--- src/rtl/clkdiv_param.sv ---
// rtl/clkdiv_param.sv - parameterised clock divider with phase slip and optional half ratio
//
// Purpose: divides CLKI by DIV_INT (or DIV_INT+0.5 when the half-ratio build
// option is enabled) and produces a registered divided clock, a strobe on the
// first cycle of each high phase, a ready flag and the current phase count.
//
// Build option: CLKDIV_PARAM_HALF_EN
//   defined   -> DIV_HALF=1 alternates periods DIV_INT, DIV_INT+1, ...
//   undefined -> alternation logic absent, DIV_HALF ignored (integer only)
//
// Ports:
//   CLKI      in   single clock, all state updates on its rising edge
//   RST       in   synchronous active-high reset
//   ALIGNWD   in   phase-slip request; each rising edge (as sampled) delays
//                  every following divided-clock edge by one CLKI cycle
//   CDIVX     out  registered divided clock, high for floor(P/2) cycles
//   CDIVX_STB out  one-cycle pulse on the first cycle of each CDIVX high phase
//   RDY       out  high once the divider is running
//   PHASE     out  current count within the divided period (0..P-1)

module clkdiv_param #(
  parameter int unsigned DIV_INT  = 2,
  parameter int unsigned DIV_HALF = 0
) (
  input  logic       CLKI,
  input  logic       RST,
  input  logic       ALIGNWD,
  output logic       CDIVX,
  output logic       CDIVX_STB,
  output logic       RDY,
  output logic [4:0] PHASE
);

  localparam logic [4:0] PerBase = 5'(DIV_INT);

`ifdef CLKDIV_PARAM_HALF_EN
  localparam logic HalfMode = (DIV_HALF != 0);
`else
  localparam logic HalfMode = 1'b0 && (DIV_HALF != 0);
`endif

  // Start-up: arm_q sets on the first edge with RST low, rdy_q on the second.
  logic       arm_q;
  logic       rdy_q;
  logic       rdy_d;

  // ALIGNWD is registered once; alw_prev_q is the sample before that, so a
  // slip is a registered rising edge and never a combinational input path.
  logic       alw_q;
  logic       alw_prev_q;

  logic [4:0] cnt_q;
  logic [4:0] cnt_d;
  logic       cdivx_q;
  logic       cdivx_d;
  logic       stb_q;
  logic       stb_d;

  logic       slip;
  logic       hold;
  logic       last;
  logic [4:0] per_cur;
  logic [4:0] per_nxt;

  // Alternation state: 0 = short period (DIV_INT), 1 = long (DIV_INT+1).
  logic       long_q;
  logic       long_d;

  assign slip    = alw_q & ~alw_prev_q;
  // Slips seen before the divider is running are simply dropped.
  assign hold    = rdy_q & slip;
  assign per_cur = PerBase + {4'b0000, HalfMode & long_q};
  assign last    = (cnt_q == (per_cur - 5'd1));
  assign rdy_d   = rdy_q | arm_q;

  always_comb begin
    cnt_d = cnt_q;
    if (!rdy_q) begin
      cnt_d = 5'd0;
    end else if (!hold) begin
      cnt_d = last ? 5'd0 : (cnt_q + 5'd1);
    end
  end

  // Outputs are computed from the next count so they land in the same
  // register stage as PHASE. In a held cycle cnt and period are unchanged,
  // so CDIVX naturally repeats; only the strobe has to be suppressed.
  assign per_nxt = PerBase + {4'b0000, HalfMode & long_d};
  assign cdivx_d = rdy_d & (cnt_d < (per_nxt >> 1));
  assign stb_d   = rdy_d & ~hold & (cnt_d == 5'd0);

`ifdef CLKDIV_PARAM_HALF_EN
  always_comb begin
    long_d = long_q;
    if (!rdy_q) begin
      long_d = 1'b0;
    end else if (!hold && last) begin
      long_d = HalfMode & ~long_q;
    end
  end

  always_ff @(posedge CLKI) begin
    if (RST) begin
      long_q <= 1'b0;
    end else begin
      long_q <= long_d;
    end
  end
`else
  assign long_q = 1'b0;
  assign long_d = 1'b0;
`endif

  always_ff @(posedge CLKI) begin
    if (RST) begin
      arm_q      <= 1'b0;
      rdy_q      <= 1'b0;
      alw_q      <= 1'b0;
      alw_prev_q <= 1'b0;
      cnt_q      <= 5'd0;
      cdivx_q    <= 1'b0;
      stb_q      <= 1'b0;
    end else begin
      arm_q      <= 1'b1;
      rdy_q      <= rdy_d;
      alw_q      <= ALIGNWD;
      alw_prev_q <= alw_q;
      cnt_q      <= cnt_d;
      cdivx_q    <= cdivx_d;
      stb_q      <= stb_d;
    end
  end

  assign CDIVX     = cdivx_q;
  assign CDIVX_STB = stb_q;
  assign RDY       = rdy_q;
  assign PHASE     = cnt_q;

endmodule

--- config.mk ---
export PLATFORM = sky130hd
export DESIGN_NAME = clkdiv_param
export DESIGN_NICKNAME = d
export VERILOG_FILES = /design/src/rtl/clkdiv_param.sv
export SDC_FILE = /design/constraint.sdc
export NUM_CORES = 1
export LEC_CHECK = 0
export BUFFER_PORTS_ARGS = -buffer_cell sky130_fd_sc_hd__buf_2
export CORE_AREA = 2 2 39 41
export DETAILED_ROUTE_END_ITERATION = 8
export DIE_AREA = 0 0 41 43
export GPL_TIMING_DRIVEN = 0
export SYNTH_ARGS = -nofsm -noshare
export SYNTH_HDL_FRONTEND = slang
export SYNTH_SLANG_ARGS = --single-unit
--- constraint.sdc ---
create_clock -name CLKI -period 2.3 [get_ports CLKI]
set_input_delay 0.115 -clock CLKI [delete_from_list [all_inputs] [get_ports CLKI]]
set_output_delay 0.115 -clock CLKI [all_outputs]
set_load 0.01 [all_outputs]
==> reports/summary.md, run 1 <==
The run finished with clean final reports. The run gives 10.0% as the part of the power in combinational logic. The run gives 0.257 nW as the total leakage power. The tool flagged a number of max-cap violations equal to 0. The total number of vias was 442; the site row count was 14. After detailed routing, the number of remaining DRC violations is 0. The count of cells in the finished layout, fillers not included, comes to 87. Die area: 1760 sq um. The total power draw is 371 uW. The CTS buffer count was 3; the number of antenna cells inserted was 0. The first global-routing pass estimated 1.65 mm of wire. The congestion estimate from routability-driven global placement came to 0.781. The HPWL after detailed placement is 722 um. Vertical extent of the die: 43 um. The logs give 618 sq um for the design area and 0 for the final hold violation count. The data arrival time of the critical path is 1760 ps. Setup repair after global routing left no endpoint under its margin. Clock tree synthesis found a total of 11 sinks. Total power density per cell area: 600 nW/um^2. The setup path with the least slack is of type flip-flop to flip-flop. The final count of negative-setup-slack endpoints is 0, and the fraction of power consumed by sequential logic is 55.3%. The tools report the placed cell count as 83.

After layout, the worst setup slack is 712 ps. The average wire per standard cell is 11.7 um, and the total of hold buffers inserted after clock tree synthesis is 0. The number of gates resized after cts came out at 0. The slowest stage of the critical path is the dfxtp_1 cell. For the overall global routing resource usage, the log shows 14.3%. Clock tree synthesis selected as its root buffer the cell clkbuf_4. Sequential cells were found to cover 42.2% of the synthesized design area. For the number of unique standard cell types used by synthesis, the log shows 26.

The initial detailed-routing violation count was 5; the largest net degree at the start of global routing was 10. Buffers added to address setup during post-CTS repair amount to 0. The library cells used most frequently in the layout, excluding fill and tap cells, are dfxtp_1, buf_2, nor2_1. Traced cell by cell, the critical path runs through ha_1, nor4b_4, or3_1, a31oi_1, a311oi_1. Based on the critical path, the design can be clocked at up to 630 MHz. Category of the worst setup path capture point: a flip-flop. The initial utilization of the core area, before any placement, comes to 37.7%. The tools report the post-synthesis cell area as 522 sq um. The overall die width works out to 41 um. The logs give 44.7% for the fraction of the core area covered by cells at the end of the flow and 0 for the leftover overflow at the end of global routing. Mean instance size in the synthesized netlist: 9.15 sq um.

In this design, the stage delay of the slowest critical-path cell is 470 ps. Dividing the final minimum period by the clock period gives 69.0%. The clock arrives with 5.53 ps of skew.

The tools report the area of the multi-input gates as 279 sq um. In this run the worst path has a maximum fanout of 8. The number of optimization iterations in the first detailed-route pass is 4, and the area growth from synthesis to layout is 18.5%. 11 I/O pins were placed. The internal power of the cells was 284 uW; the count of port buffers added during placement was 10. The number of antenna violations at the first check in global routing was 0; the share of power burned in the clock network was 34.7%.

OpenSTA, run right after detailed placement, puts the worst setup slack at 722 ps. Counting the fill cells in the layout gives 140. Across the VDD grid, the largest voltage drop is 0.000313 V. The tools report the wire length reported by the detailed router as 1.01 mm. For this run, the post-layout net count is 77. The required time at the worst-slack endpoint came out at 2470 ps.

For the synthesized instance count, the log shows 57. The worst hold path belongs to the class input port to flip-flop. The area of the core is 1380 sq um, and the post-route setup TNS is 0 ps. The tools report the number of global-route vias before repair as 380. Relative max-transition margin: 80.7%. Final hold analysis gives a worst-case slack of 62.0 ps. The H-tree level count is 1, and the total of flip-flops plus latches after synthesis is 11. The run gives 2 as the maximum number of buffers from clock root to sink.

The number of nets handed over by synthesis was 62. Yosys printed 0 warnings. TritonCTS built the clock tree. The ratio of cells with drive above 1 in the final layout works out to 25.4%. The sequential cell area in the final layout is 220 sq um.

The clock period could shrink to 1590 ps. Clock-pin slew was measured on the worst setup and hold paths at 70 ps. The startpoint class of the critical path was a flip-flop. Leading cell type in the layout, fill and taps excluded: dfxtp_1. The detail route stage leaves a number of antenna-violating nets equal to 0.

In the routed layout, each cell is associated on average with a via count of 5.08. The transition at the pin with the smallest max-transition slack came out at 289 ps. In this run the power spent charging and discharging nets is 87.3 uW. The tools report the total placed instance area as 592 sq um.

The final-report max-slew violation count is 0. For the clock insertion delay at the later pin of the skew report, the log shows 260 ps. Net switching is 23.5% of the power.
cell usage after synthesis (all sizes together):
library cell  instances  area [sq um]
nand3                 1          5.00
nor3                  2          10.0
nand4                 1          6.26
or3                   3          20.0
a311oi                2          17.5
nand2b                3          18.8
dfxtp                11           220
and2b                 1          8.76
a21boi                1          7.51
ha                    2          25.0
xnor2                 1          8.76
nand4b                1          8.76
nor3b                 1          7.51
xor2                  1          8.76
a21oi                 5          25.0
nand2                 4          15.0
a21o                  1          8.76
nor2                  6          22.5
nor4b                 1          23.8
a31oi                 1          6.26
o31ai                 1          7.51
nor2b                 2          12.5
o21ai                 1          5.00
buf                   1          11.3
inv                   3          11.3
final cells by class:
type	count	area share, %
Buffer	1	1.82
Sequential cell	11	35.6
Clock buffer	4	4.25
Timing Repair Buffer	10	8.10
Multi-Input combinational cell	42	45.1
Inverter	3	1.82
Tap cell	16	3.24
kinds of logic after synthesis:
family | count (synthesis) | share of synthesized area [%]
AO/OA/AOI/OAI | 12 | 14.9
adder cells (fa/ha/maj) | 2 | 4.80
XOR/XNOR | 2 | 3.36
buffers and inverters | 4 | 4.32
AND/OR/NAND/NOR | 26 | 30.5
flip-flops | 11 | 42.2
per-layer routing:
layer / up-vias / share of wire, % / track usage, %
met3: 2 / 3.7 / 4.71
met5: - / 0 / 0
met1: 203 / 47 / 19.5
met2: 9 / 48 / 19.1
met4: 0 / 0.99 / 8.00
li1: 228 / - / -
worst paths after layout:
| check | from | end | slack [ps] | depth (start not counted) |
|---|---|---|---|---|
| worst max register to register | PHASE[0] | CDIVX_STB | 710 | 5 |
| worst max-delay path | PHASE[0] | CDIVX_STB | 710 | 5 |
| worst min register to register | arm_q | RDY | 460 | 2 |
| worst min-delay path | RST | arm_q | 60 | 2 |
sequential cells by signal, summed over array words and instances (netlist names):
signal,flops
alw_q,1
CDIVX_STB,1
alw_prev_q,1
PHASE,5
CDIVX,1
arm_q,1
RDY,1
worst max-delay path, delay by kind of cell (launching register included):
family / cells / cell delay [ps]
DFF: 1 / 470
and+or+nand+nor: 2 / 460
AOI/OAI and AO/OA: 2 / 370
adders and majority gates: 1 / 190
power by group through the flow:
stage | clock network, mW | logic, mW | registers (mW)
after floorplan | 0 | 0.0220 | 0.212
after global placement | 0 | 0.0366 | 0.209
after detailed placement | 0 | 0.0372 | 0.210
after CTS | 0.137 | 0.0373 | 0.205
after global routing | 0.148 | 0.0409 | 0.206
final | 0.129 | 0.0372 | 0.205
(Power assumes the default switching activity.)
==> run 2: changes to the inputs <==
--- a/config.mk
+++ b/config.mk
@@ -5,6 +5,7 @@
 export SDC_FILE = /design/constraint.sdc
 export NUM_CORES = 1
 export LEC_CHECK = 0
+export ABC_AREA = 1
 export BUFFER_PORTS_ARGS = -buffer_cell sky130_fd_sc_hd__buf_2
 export CORE_AREA = 2 2 39 41
 export DETAILED_ROUTE_END_ITERATION = 8
==> constraint.sdc (replaced) <==
create_clock -name CLKI -period 1.6 [get_ports CLKI]
set_input_delay 0.08 -clock CLKI [delete_from_list [all_inputs] [get_ports CLKI]]
set_output_delay 0.08 -clock CLKI [all_outputs]
set_load 0.01 [all_outputs]
==> run 2 against run 1 <==
Global-route usage rose by 0.25 points. Register-to-register slack got worse by 480 ps. Largest power group unchanged. Sequential power rose by 46%. Synthesized area did not move.
==> reports/summary.md, run 2 <==
The number of global-route vias before repair came out at 411. The detailed router finished its first iteration with 4 violations. Setup repair after global routing left no endpoint under its margin.

Number of optimization iterations in the first detailed-route pass: 4. The async set-reset flop share out of synthesis is 0%. The H-tree level count was 1; the critical-path maximum fanout was 5. The die is 41 um wide. The transition at the pin with the smallest max-transition slack is 412 ps.

Counting flops with a built-in enable in the synthesized netlist gives 0. The final layout contains 91 nets. STA classifies the critical path startpoint as a flip-flop. For the initial cell density of the core, the log shows 37.7%.

Relative to the synthesized area, the layout overhead comes to 17.5%. The cell with the most instances on the worst path is nand2_1. Yosys instantiated no cell more often than nand2_1.

Entering global routing, the biggest net connects 10 pins. Post-detailed-route via-to-cell ratio: 4.43. Summing all placed instances gives a cell area of 587 sq um. Global routing used 14.6% of the available tracks across all layers. TritonCTS built the clock tree. The design draws 548 uW. The number of buffers inserted to repair setup after CTS was 0; the count of nets left with antenna violations after detail routing was 0. Summing all non-filler instances in the final layout gives an area of 613 sq um.

The clock period could shrink to 1370 ps. Sorting the synthesized cells by area gives the leading types as dfxtp_1, nand2_1, inv_1. The clock network is responsible for 33.1% of the overall power. Summed over all cells, the static leakage comes to 0.307 nW. The clock transition at the registers of the reported paths is 70 ps. The worst path setup slack after routing is 231 ps.

The internal portion of the total power is 411 uW. At the end of routability-driven placement, the weighted congestion stood at 0.791. Data arrives at the worst endpoint at 1530 ps.

The signal on the critical path passes through ha_1, inv_1, nor2_1, nand2_1, nand2_1, nand3_1, nand2_1, clkinv_1, nand3_2, inv_1. IR analysis of the VDD net gives a maximum drop of 0.000596 V. Among all stages on the critical path, the largest delay is contributed by dfxtp_1. Cell taking the most area after synthesis: dfxtp_1. The logs give 14 for the number of unique standard cell types used by synthesis and 42.2% for the share of the yosys chip area belonging to registers.

The worst hold path passes through 3 cells. The library cell used as clock root buffer was clkbuf_4. The number of cells on the worst reg-to-reg path was 10. The number of antenna violations at the first check in global routing was 0. The number of placed I/O pins is 11, and the ratio of cells with drive above 1 in the final layout is 23.5%.

Setup violations remaining at the end of the flow were counted as 0. In this run the core area contains 14 standard-cell rows. For the number of cells in the finished layout apart from fillers, the log shows 101. During placement, the flow inserted port buffers numbering 9.

The synthesized design contains 11 register bits. The average wire per standard cell is 9.63 um, and the die area is 1760 sq um. For this run, the slowest stage of the critical path takes 400 ps. After synthesis, the largest area contributor takes up 42.2% of total cell area.

Once placement completed, the tool counted placed cells totaling 97. Counting every sink on the clock net gives 11. After clock tree synthesis, the repair step resized 0 gates. Counting every instance in the synthesized netlist gives 72. In this run the standard cell core region covers 1380 sq um. In this run the cell area of the synthesized design comes to 522 sq um. The category of the worst setup path capture point was a flip-flop. Fill cells in the final layout number 137.

The part of the power in combinational logic came out at 12.0%. In the synthesized netlist the dominant register cell turns out to be dfxtp_1. Net switching is 24.9% of the power. For the leftover overflow at the end of global routing, the log shows 0. By count the netlist is led by nand2_1, inv_1, dfxtp_1, nor2_1, nand3_1. The clock insertion delay at the later pin of the skew report is 260 ps, and the number of antenna cells inserted is 0. The average instance in the mapped netlist occupies 7.25 sq um.

Detailed placement ended at an HPWL of 714 um. The first global-routing pass estimated 1.68 mm of wire. The run gives 0 as the Yosys warning count. OpenSTA, run right after detailed placement, puts the worst setup slack at 229 ps. The logs give 1760 ps for the required time at the worst-slack endpoint and 0 for the remaining design rule violation count.

The die is 43 um tall. For this design the total switching power over the nets is 137 uW. The min-delay analysis places its worst path in the category input port to flip-flop. For the synthesized net count, the log shows 77. The library cells used most frequently in the layout, excluding fill and tap cells, are nand2_1, inv_1, dfxtp_1, nor2_1, buf_2. The flow ran to the end, and the final reports show no timing, DRC or antenna violations. The worst path uses 85.6% of the clock period. For the relative max-transition margin, the log shows 72.5%. For this design the ratio of total power to cell area is 893 nW/um^2. The run gives 23.3 ps as the tightest hold margin. Final-report max-slew violation count: 0. Leading cell type in the layout, fill and taps excluded: nand2_1. Counting along the longest clock path gives a buffer depth of 2. The final hold violation count came out at 0.

The number of flip-flops in the largest register is 5, and the wire length reported by the detailed router is 973 um. Sequential cells burn 54.9% of the power. Post-route setup TNS: 0 ps. Measured on the finished design, the core utilization comes to 44.3%. The top achievable clock speed is 730 MHz. The tool flagged a number of max-cap violations equal to 0. The tools report the CTS buffer count as 3. For the total number of vias, the log shows 447. The critical path in this run is classified as flip-flop to flip-flop.

Total of hold buffers inserted after clock tree synthesis: 0. The setup clock skew after layout came out at 1.76 ps.
## run 2: path summary, 6_finish.rpt
check	start	to	slack (ps)
worst max-delay path	PHASE[1]	CDIVX	230
worst min-delay path	ALIGNWD	alw_q	20
worst max register to register	PHASE[1]	CDIVX	230
worst min register to register	arm_q	RDY	470
## run 2: final cells by class
cell class | instances | area, sq um | share of cell area, %
clock buffers | 4 | 26.3 | 4.29
well taps | 16 | 20.0 | 3.27
plain buffers | 1 | 3.75 | 0.612
repair buffers | 9 | 45.0 | 7.35
inverters | 16 | 61.3 | 10.0
flip-flops and latches | 11 | 220 | 35.9
multi-input cells | 44 | 236 | 38.6
## run 2: power by group through the flow
stage / sequential, mW / clock [mW] / combinational (mW)
2_1_floorplan: 0.310 / 0 / 0.0421
3_3_place_gp: 0.306 / 0 / 0.0653
3_5_place_dp: 0.307 / 0 / 0.0657
4_1_cts: 0.301 / 0.189 / 0.0671
5_1_grt: 0.303 / 0.209 / 0.0768
6_report: 0.300 / 0.181 / 0.0659
## run 2: cells by family (layout without fill, tap and decap cells)
| logic type | after synthesis | in the layout | synth area share [%] |
|---|---|---|---|
| and+or+nand+nor | 39 | 39 | 35.3 |
| DFF | 11 | 11 | 42.2 |
| adders and majority gates | 2 | 2 | 4.80 |
| AOI/OAI and AO/OA | 3 | 3 | 5.27 |
| buffers and inverters | 17 | 30 | 12.5 |
## run 2: critical path, delay by kind of cell, from the launching register on
kind / cells / cell delay, ps
simple gates: 6 / 500
fa+ha+maj: 1 / 190
buf+inv: 3 / 170
flops: 1 / 400
## run 2: per-layer routing
metal | share of wire, % | global-route usage [%] | up-vias
li1 | - | - | 239
met1 | 46 | 15.8 | 192
met2 | 46 | 22.5 | 14
met3 | 6.6 | 6.28 | 2
met4 | 1.3 | 8.00 | 0
met5 | 0 | 0 | -
==> run 3: changes to the inputs <==
--- a/config.mk
+++ b/config.mk
@@ -7,10 +7,12 @@
 export LEC_CHECK = 0
 export ABC_AREA = 1
 export BUFFER_PORTS_ARGS = -buffer_cell sky130_fd_sc_hd__buf_2
-export CORE_AREA = 2 2 39 41
+export CELL_PAD_IN_SITES_DETAIL_PLACEMENT = 0
+export CELL_PAD_IN_SITES_GLOBAL_PLACEMENT = 1
+export CORE_UTILIZATION = 35
 export DETAILED_ROUTE_END_ITERATION = 8
-export DIE_AREA = 0 0 41 43
 export GPL_TIMING_DRIVEN = 0
+export PLACE_DENSITY_LB_ADDON = 0.1
 export SYNTH_ARGS = -nofsm -noshare
 export SYNTH_HDL_FRONTEND = slang
 export SYNTH_SLANG_ARGS = --single-unit
==> run 3 against run 2 <==
Final cell count down 0.99%. Largest cell class unchanged. Clock power increased by 3%. Worst hold slack worse by 15 ps. Largest power group unchanged. Non-clock buffer count stayed put. Sequential power hardly changed. Register-to-register slack about the same. Global-route usage up 0.23 points. Clock skew grew 5.5 ps. Cell area down 0.20%. Total power increased by 0.90%. Die area is 6.5% lower. Utilization is 1.0 points higher.
==> reports/summary.md, run 3 (synthesized netlist as in run 2, its figures left out) <==
The run finished with clean final reports. For flop-to-flop paths, the worst setup slack is 240 ps. For the wire length reported by the detailed router, the log shows 920 um. The run gives 45.3% as the fraction of the core area covered by cells at the end of the flow.

The final count of negative-setup-slack endpoints was 0; the setup clock skew after layout was 7.24 ps. The library cell used most frequently in the layout, excluding fill and tap cells, is nand2_1. TritonCTS built the clock tree. In this run, post-CTS hold repair placed 0 buffers. Subtracting the final worst setup slack from the clock period gives 1360 ps.

The total area inside the core boundary comes to 1350 sq um. The switching share of power was 25.6%; the number of gates resized after cts was 0. Entering global routing, the biggest net connects 10 pins. The cell sitting at the root of the clock tree is a clkbuf_4. The tools report the share of power burned in the clock network as 33.8%. The largest individual stage delay along the critical path comes from the cell dfxtp_1.

Counting every sink on the clock net gives 11. For the final routed database, the setup TNS stands at 0 ps. In this run the static leakage power is 0.307 nW.

After detailed routing, the average wire length per cell comes to 9.20 um. The logs give 0 for the remaining design rule violation count and 0 for the count of nets left with antenna violations after detail routing. The tools report the H-tree level count as 1. The largest vdd supply drop came out at 0.000440 V. The type of the setup path with the least slack was flip-flop to flip-flop. After the first detailed-routing iteration, the DRC count stood at 2. The type of the most critical hold path is input port to flip-flop. Traced cell by cell, the critical path runs through ha_1, inv_1, nor2_1, nand2_1, nand2_1, nand3_1, nand2_1, clkinv_1, nand3_2, inv_1. The tools report the number of global-route vias before repair as 353.

Number of cells on the worst reg-to-reg path: 10. In the routed layout, each cell is associated on average with a via count of 4.32. The analysis attributes to net switching a power of 141 uW. Counting instances, the worst hold path has a depth of 3. The final hold violation count was 0; the overall die width was 40.6 um. The data arrival time of the critical path is 1520 ps, and the number of placed I/O pins is 11.

The top cell types in the final layout, fill and taps aside, are nand2_1, inv_1, dfxtp_1, nor2_1, buf_2. Clock latency on the worst-skew pair, taken at its later pin, is 260 ps. The startpoint identified for the worst hold timing path is ALIGNWD.

The logs give 432 for the total number of vias and 734 MHz for the top achievable clock speed. The register with the most flip-flops in the layout has 5 of them. Registers take 220 sq um.

Max-cap violations in this run came to 0. TritonCTS created 3 clock buffers. The number of antenna diodes in the final layout is 0. The maximum number of buffers from clock root to sink was 2; the vertical extent of the die was 40.6 um.

The area of the multi-input gates is 236 sq um. For the wire length of the first global-routing pass, the log shows 1.48 mm. In this run the power density over the cells is 903 nW/um^2. The number of antenna violations at the first check in global routing was 0. The cell with the most instances on the worst path is nand2_1. The worst path uses 85.1% of the clock period. Once the floorplan was initialized, standard cells occupied 38.6% of the core. The layout has 145 filler cells. The part of the power in combinational logic was 11.9%; the leftover overflow at the end of global routing was 0.

For this run, the post-layout net count is 91. After clock tree synthesis, the clock-pin slew on the worst setup and hold paths is 70 ps. Setup repair after global routing left no endpoint under its margin. Of the cells placed in the final design, the portion with a size suffix greater than 1 is 23.5%. Sequential cells burn 54.3% of the power.

Die area: 1650 sq um. The wire-length estimate of the detail-placed layout is 711 um. The critical-path maximum fanout was 5; the biggest cell delay along the critical path was 410 ps. The logs give 2 for the number of optimization iterations in the first detailed-route pass and 13 for the site row count. Relative to the synthesized area, the layout overhead comes to 17.3%. The transition at the pin with the smallest max-transition slack is 416 ps, and the final-report max-slew violation count is 0. In this run the tool buffered the top-level ports with 9 buffer cells. The endpoint identified for the worst register-to-register timing path is CDIVX. The weighted congestion at the end of routability-driven global placement was 0.727; the required time at the worst-slack endpoint was 1760 ps. For this run, the total global-route usage over all layers was measured as 14.8%. STA classifies the critical path startpoint as a flip-flop. Internal power comes to 411 uW.

Headroom to the max-slew limit came out at 72.2%. In this run the critical register-to-register path is launched from PHASE[0]. The path with the worst hold slack has its endpoint at alw_q.

STA classifies the critical path endpoint as a flip-flop. The tools report the number of buffers inserted to repair setup after CTS as 0.
## run 3: cell counts in the layout (fill, tap and decap cells not counted)
Identical to the previous run, type by type.
## run 3: layer usage
metal	GRT usage (%)	part of all wire [%]
met2	19.8	42
met1	19.7	52
met4	10.0	1.5
met5	0	0
met3	4.89	4.2
## run 3: worst max path at each step
stage | from | endpoint | slack [ps] | depth (start not counted)
after global routing | PHASE[0] | CDIVX | 80 | 10
after global placement | PHASE[0] | CDIVX | 230 | 10
after CTS | PHASE[0] | CDIVX | 210 | 10
final | PHASE[0] | CDIVX | 240 | 10
after floorplan | PHASE[0] | CDIVX | 310 | 10
after detailed placement | PHASE[0] | CDIVX | 240 | 10
## run 3: power by group through the flow
stage,Clock [mW],Sequential [mW],Combinational [mW]
3_3_place_gp,0,0.307,0.0661
6_report,0.187,0.300,0.0658
3_5_place_dp,0,0.307,0.0663
4_1_cts,0.196,0.300,0.0667
5_1_grt,0.206,0.303,0.0761
2_1_floorplan,0,0.310,0.0421
## run 3: cell type report
| class | instances | share of cell area (%) |
|---|---|---|
| Buffer | 1 | 0.613 |
| Clock buffer | 4 | 4.29 |
| Inverter | 16 | 10.0 |
| Multi-Input combinational cell | 44 | 38.7 |
| Sequential cell | 11 | 36.0 |
| Tap cell | 15 | 3.07 |
| Timing Repair Buffer | 9 | 7.36 |
## run 3: per-stage QoR
stage	total power, mW	cell area [sq um]	setup WS, ps	std cells	hold WS, ps
after floorplan	0.352	522	308	72	187
after global placement	0.373	586	234	96	279
after detailed placement	0.373	586	237	96	286
after CTS	0.563	612	214	100	3.00
after global routing	0.585	612	83.6	100	23.8
final	0.553	612	238	100	8.52
## run 3: worst max-delay path, delay by kind of cell (launching register included)
kind | cells | cell delay (ps)
buffers and inverters | 3 | 170
adder cells (fa/ha/maj) | 1 | 190
flip-flops | 1 | 410
AND/OR/NAND/NOR | 6 | 490
